[src/rtl/framebuffer_scanout.sv]
// framebuffer_scanout
//   Pixel-fetch and colour stage behind the 160x120 video timing generator.
//   Turns each (hpos, vpos) into a read of a double-buffered 4bpp framebuffer
//   and maps the returned index through a CPU-writable 16-entry palette.
//   The timing signals are delayed so that they stay aligned with rgb.
//   Page swaps happen only at the first blanking line.
//
// Ports
//   clk, reset           pixel clock, async active-high reset
//   hpos, vpos           position from the timing generator
//   display_on           visible-area flag
//   hsync, vsync         sync inputs
//   fb_addr, fb_rd       framebuffer read address {page, pixel_index} and strobe
//   fb_data              palette index, returned RD_LATENCY cycles after fb_addr
//   pal_we/addr/wdata    palette write port, data is {r,g,b} 4:4:4
//   swap_req, swap_ack   CPU page-swap request (level) and one-cycle ack
//   display_page         page being scanned out
//   rgb                  12-bit pixel colour
//   hsync_out, vsync_out, display_on_out   inputs delayed to align with rgb
module framebuffer_scanout #(
  parameter int unsigned H_DISPLAY  = 160,
  parameter int unsigned V_DISPLAY  = 120,
  parameter int unsigned RD_LATENCY = 1
) (
  input  logic        clk,
  input  logic        reset,
  input  logic [7:0]  hpos,
  input  logic [6:0]  vpos,
  input  logic        display_on,
  input  logic        hsync,
  input  logic        vsync,
  output logic [15:0] fb_addr,
  output logic        fb_rd,
  input  logic [3:0]  fb_data,
  input  logic        pal_we,
  input  logic [3:0]  pal_addr,
  input  logic [11:0] pal_wdata,
  input  logic        swap_req,
  output logic        swap_ack,
  output logic        display_page,
  output logic [11:0] rgb,
  output logic        hsync_out,
  output logic        vsync_out,
  output logic        display_on_out
);

  // Input sample to rgb/sync outputs: address stage, RAM latency, colour stage.
  localparam int unsigned L = RD_LATENCY + 2;

  logic [14:0] pixel_index;
  logic        swap_point;
  logic        swap_take;

  logic [L-1:0] hs_sr;
  logic [L-1:0] vs_sr;
  logic [L-1:0] de_sr;

  logic [11:0] palette [16];

  // vpos*160 = vpos*128 + vpos*32, so the common geometry needs no multiplier.
  if (H_DISPLAY == 160) begin : g_pix_shift
    assign pixel_index = ({8'd0, vpos} << 7) + ({8'd0, vpos} << 5) + {7'd0, hpos};
  end else begin : g_pix_mul
    assign pixel_index = ({8'd0, vpos} * 15'(H_DISPLAY)) + {7'd0, hpos};
  end

  assign swap_point = (hpos == '0) && (vpos == 7'(V_DISPLAY));
  assign swap_take  = swap_point && swap_req;

  // Fetch, timing delay line, colour lookup and page control.
  always_ff @(posedge clk or posedge reset) begin
    if (reset) begin
      fb_addr      <= '0;
      hs_sr        <= '0;
      vs_sr        <= '0;
      de_sr        <= '0;
      rgb          <= '0;
      swap_ack     <= 1'b0;
      display_page <= 1'b0;
    end else begin
      if (display_on) begin
        fb_addr <= {display_page, pixel_index};
      end
      hs_sr <= {hs_sr[L-2:0], hsync};
      vs_sr <= {vs_sr[L-2:0], vsync};
      de_sr <= {de_sr[L-2:0], display_on};
      // fb_data is valid one edge before the outputs, as is de_sr[L-2].
      rgb      <= de_sr[L-2] ? palette[fb_data] : '0;
      swap_ack <= swap_take;
      if (swap_take) begin
        display_page <= ~display_page;
      end
    end
  end

  // The lookup above reads the register value before this edge's write,
  // so a same-cycle write to the looked-up entry shows the old colour.
  always_ff @(posedge clk or posedge reset) begin
    if (reset) begin
      for (int unsigned i = 0; i < 16; i++) begin
        palette[4'(i)] <= {3{4'(i)}};
      end
    end else if (pal_we) begin
      palette[pal_addr] <= pal_wdata;
    end
  end

  assign fb_rd          = de_sr[0];
  assign hsync_out      = hs_sr[L-1];
  assign vsync_out      = vs_sr[L-1];
  assign display_on_out = de_sr[L-1];

endmodule

[config.mk]
export PLATFORM = sky130hd
export DESIGN_NAME = framebuffer_scanout
export DESIGN_NICKNAME = d
export VERILOG_FILES = /design/src/rtl/framebuffer_scanout.sv
export SDC_FILE = /design/constraint.sdc
export NUM_CORES = 1
export LEC_CHECK = 0
export ABC_AREA = 1
export CELL_PAD_IN_SITES_DETAIL_PLACEMENT = 2
export CELL_PAD_IN_SITES_GLOBAL_PLACEMENT = 2
export CORE_UTILIZATION = 38
export CTS_CLUSTER_DIAMETER = 150
export DETAILED_ROUTE_END_ITERATION = 8
export GPL_TIMING_DRIVEN = 1
export PLACE_DENSITY_LB_ADDON = 0.1
export SYNTH_ARGS = -nofsm -noshare
export SYNTH_HDL_FRONTEND = slang
export SYNTH_SLANG_ARGS = --single-unit
[constraint.sdc]
create_clock -name clk -period 13 [get_ports clk]
set_input_delay 2.6 -clock clk [delete_from_list [all_inputs] [get_ports clk]]
set_output_delay 2.6 -clock clk [all_outputs]
set_load 0.1 [all_outputs]
==> results.txt <==
----------------------------------------------------
[Global routing]
  Busiest layer in global routing ... met2
  Via count of the first global-routing pass ... 10.24k
  Aggregate global-route resource usage ... 25.95%
  Remaining Overflow, GRT ... 0
  Global-route track usage on met3 ... 2.976%
  First-pass GRT wire length ... 58.35 mm
  M2 GR Usage ... 44.92%
  Initial antenna violation count ... 0
  Met1 GRT Util ... 35.15%
  Largest net degree at the start of global routing ... 97

[Timing]
  Max transition margin ... 19.86%
  Worst clock skew ... 0.009845 ns
  Final Cycle Share ... 37.60%
  Least-Margin Pin Slew ... 1.201 ns
  Setup violators final ... 0
  Final-report hold violation count ... 0
  Slew Viols, Final ... 0
  Final sum of negative setup slack ... 0 ns
  Minimum period implied by the final worst setup slack ... 4.888 ns
  Maximum clock frequency ... 0.2046 GHz
  RSZ-0062 raised after global routing ... no

[Power and ir drop]
  Switching Share ... 31.10%
  Peak supply drop ... 94.21 µV
  Clock network fraction of design power ... 34.9%
  Pwr per Cell Area ... 170.5 nW/µm²
  Logic pwr share ... 20.1%
  Total leakage power ... 6.101 nW
  Relative contribution of sequential cells to total power ... 45.0%
  Switching power summed over all nets ... 674.2 µW
  Internal power of the cells ... 1.494 mW

[Setup path]
  CP Max Fanout ... 96
  Worst reg-to-reg path cell count ... 6
  Biggest cell delay along the critical path ... 0.86 ns
  Crit path max-delay family ... buffers and inverters
  Required arrival time at the worst endpoint ... 13.52 ns
  Worst path depth ... 4
  Buffers and inverters on the worst path ... 4
  Startpoint class of the critical path ... input pin
  Critical-path top delay cell ... sky130_fd_sc_hd__buf_4
  Cell repeated most along the worst path ... sky130_fd_sc_hd__buf_4
  Crit-path cells ... clkdlybuf4s50_1 -> inv_8 -> buf_4 -> buf_4
  WP data arrival ... 5.41 ns
  Crit path capture type ... asynchronous set/reset pin
  Category of the critical setup timing path ... input pin to asynchronous set/reset pin

[Place]
  Final RePlAce weighted congestion ... 0.7707
  Number of placed instances with taps included ... 1763
  Placement Cell Area ... 11830 µm²
  Post-DP HPWL ... 22.18 mm
  PortBufs ... 75

[Die]
  Die extent in y ... 171.9 µm
  Die X-Extent ... 171.9 µm
  Core Rows ... 61
  Die ar. ... 29530 µm²
  Number of primary I/O pins ... 76
  Core ar. ... 28090 µm²
  Initial Utilization ... 39.03%

[Clocking]
  Total CTS buffers ... 26
  CTS tree ... done
  Clock root buffer ... sky130_fd_sc_hd__clkbuf_16
  Post-CTS Hold Fix Bufs ... 0
  Number of buffers inserted to repair setup after CTS ... 0
  CTS HTree Levels ... 1
  CTS clock-pin slew for the worst setup and hold paths ... 0.06 ns
  Bufs on Longest Clock Path ... 3
  Post-cts resize count ... 0
  Number of sinks driven by the clock tree ... 231
  Clock Latency Late Sink ... 0.53 ns

[Finish]
  Final antenna diode count ... 0
  Proportion of layout cells with a drive suffix above 1 ... 10.82%
  Area Growth Syn to Fin ... 15.98%
  Number of fill cells in the layout ... 3188
  Count of placed standard cells in the final layout, fillers left out ... 1811
  Final std cell area, no fill ... 12710 µm²
  Final net count ... 1470

[Logic synthesis]
  Sequential share of the synthesized area ... 53.82%
  Portion of synthesized cell area occupied by the leading cell type ... 30.81%
  Synth Instances ... 1387
  Average size of a mapped cell ... 7.904 µm²
  Synthesized cell area ... 10960 µm²
  Leading register cell type out of synthesis ... sky130_fd_sc_hd__dfrtp_1
  Cell types with the largest area share after synthesis ... sky130_fd_sc_hd__dfrtp_1 31%, sky130_fd_sc_hd__dfstp_2 23%, sky130_fd_sc_hd__nand2_1 19%
  Count of flip-flops with a built-in enable after synthesis ... 0
  Fraction of synthesis flops using an asynchronous set or reset pin ... 100.0%
  Count of yosys warnings during synthesis ... 0
  Syn_nets ... 1444
  Post-synthesis sequential element count ... 231
  Count of different cell masters after synthesis ... 26
  Most common cell in the synthesized netlist ... sky130_fd_sc_hd__nand2_1
  Biggest area consumer among synthesized cells ... sky130_fd_sc_hd__dfrtp_1
  Commonest cells in the synthesized netlist ... 549 x sky130_fd_sc_hd__nand2_1, 188 x sky130_fd_sc_hd__o21ai_0, 135 x sky130_fd_sc_hd__dfrtp_1, 135 x sky130_fd_sc_hd__inv_1, 132 x sky130_fd_sc_hd__nand3_1

[Min path]
  Count of cells along the worst hold path ... 0
  Hold Crit Class ... flip-flop to flip-flop

[Drt]
  Routed vias/inst ... 5.215
  Average wire per cell in the routed design ... 20.18 µm
  Total Wirelength ... 36.55 mm
  Number of routed nets with antenna violations ... 0
  Total vias in the final route ... 9444
  Count of TritonRoute iterations in the first routing pass ... 4
  Number of design-rule violations left by the first detailed-router iteration ... 493
  Count of unresolved DRC violations after routing ... 0

[Run]
  Total of max-cap violations ... 0

[Outcome]
  Outcome ... finished clean

----------------------------------------------------
==> logic make-up (layout without fill, tap and decap cells) <==
family / after synthesis / count (layout) / synth area share [%]
xor+xnor: 2 / 2 / 0.1598
fa+ha+maj: 15 / 15 / 1.849
simple gates: 700 / 700 / 25.69
compound gates: 217 / 217 / 9.941
buf+inv: 222 / 268 / 8.537
flops: 231 / 231 / 53.82
==> sequential cells by signal, summed over array words and instances (netlist names) <==
name	count
rgb	12
palette	192
fb_addr	16
hs_sr	3
display_page	1
vs_sr	3
swap_ack	1
de_sr	3
==> metal layers <==
metal  vias to the layer above  wire, µm  part of all wire (%)
li1                       4414         -                     -
met1                      4858     17000                    47
met2                       135     17920                    49
met3                        37      1116                   3.1
met4                         0       512                   1.4
met5                         -         0                     0
==> worst register-to-register path, cell delays in order, from the launching register on <==
cell and delay, ns:
sky130_fd_sc_hd__dfstp_2 0.55, sky130_fd_sc_hd__inv_1 0.05, sky130_fd_sc_hd__nand2_1 0.08, sky130_fd_sc_hd__nand3_1 0.09
sky130_fd_sc_hd__nand3_1 0.10, sky130_fd_sc_hd__nand3_1 0.17, sky130_fd_sc_hd__a21oi_1 0.26
==> layout by cell type, fill, tap and decap left out, drive strengths merged <==
cell and instances:
nand3b 1, nand3 132, a21o 1, clkdlybuf4s50 73, a21oi 17, ha 13, bufinv 2, nor4 1
dfstp 96, nand2 549, inv 134, fa 2, nand4 3, o21ai 198, a31oi 1, clkinv 8
nor2 13, buf 11, dfrtp 135, xnor2 2, clkbuf 40, or2 1
==> power groups by stage <==
stage                     clock network, mW  registers [mW]  logic (mW)
final                                 0.757           0.976       0.435
after global routing                  0.802           0.991       0.492
after CTS                             0.773           0.975       0.443
after detailed placement                  0           0.984       0.436
after global placement                    0           0.974       0.412
after floorplan                           0            1.04       0.238
==> final timing paths <==
path | startpoint | endpoint | slack (ns)
min | vs_sr[1]$_DFF_PP0_ | vs_sr[2]$_DFF_PP0_ | 0.35
min reg2reg | vs_sr[1]$_DFF_PP0_ | vs_sr[2]$_DFF_PP0_ | 0.35
max in group clk | rgb[4]$_DFF_PP0_ | rgb[4] | 8.24
min in group asynchronous | reset | display_page$_DFFE_PP0P_ | 2.56
max | reset | palette[78]$_DFFE_PP0P_ | 8.11
max reg2reg | palette[97]$_DFFE_PP1P_ | rgb[1]$_DFF_PP0_ | 11.60
==> metrics by stage <==
step / setup WS [ns] / utilization, % / hold WS [ns] / power [mW]
2_1_floorplan: 4.226 / - / 0.3312 / 1.279
3_3_place_gp: 7.476 / 42.12 / 0.3335 / 1.386
3_5_place_dp: 7.420 / 42.12 / 0.3372 / 1.420
4_1_cts: 7.982 / 45.27 / 0.3510 / 2.191
5_1_grt: 7.753 / 45.27 / 0.3673 / 2.286
6_report: 8.112 / 45.27 / 0.3530 / 2.168
==> layout make-up <==
cell class                 instances  area [µm²]  area share, %
timing repair buffer              84       810.8          6.377
multi-input combinational        934        4126          32.45
sequential                       231        5901          46.41
clock buffer                      40       794.5          6.249
tap                              378       473.0          3.720
clock inverter                     8       90.09         0.7085
inverter                         136       519.2          4.084
Power figures use the tool's default switching activity.
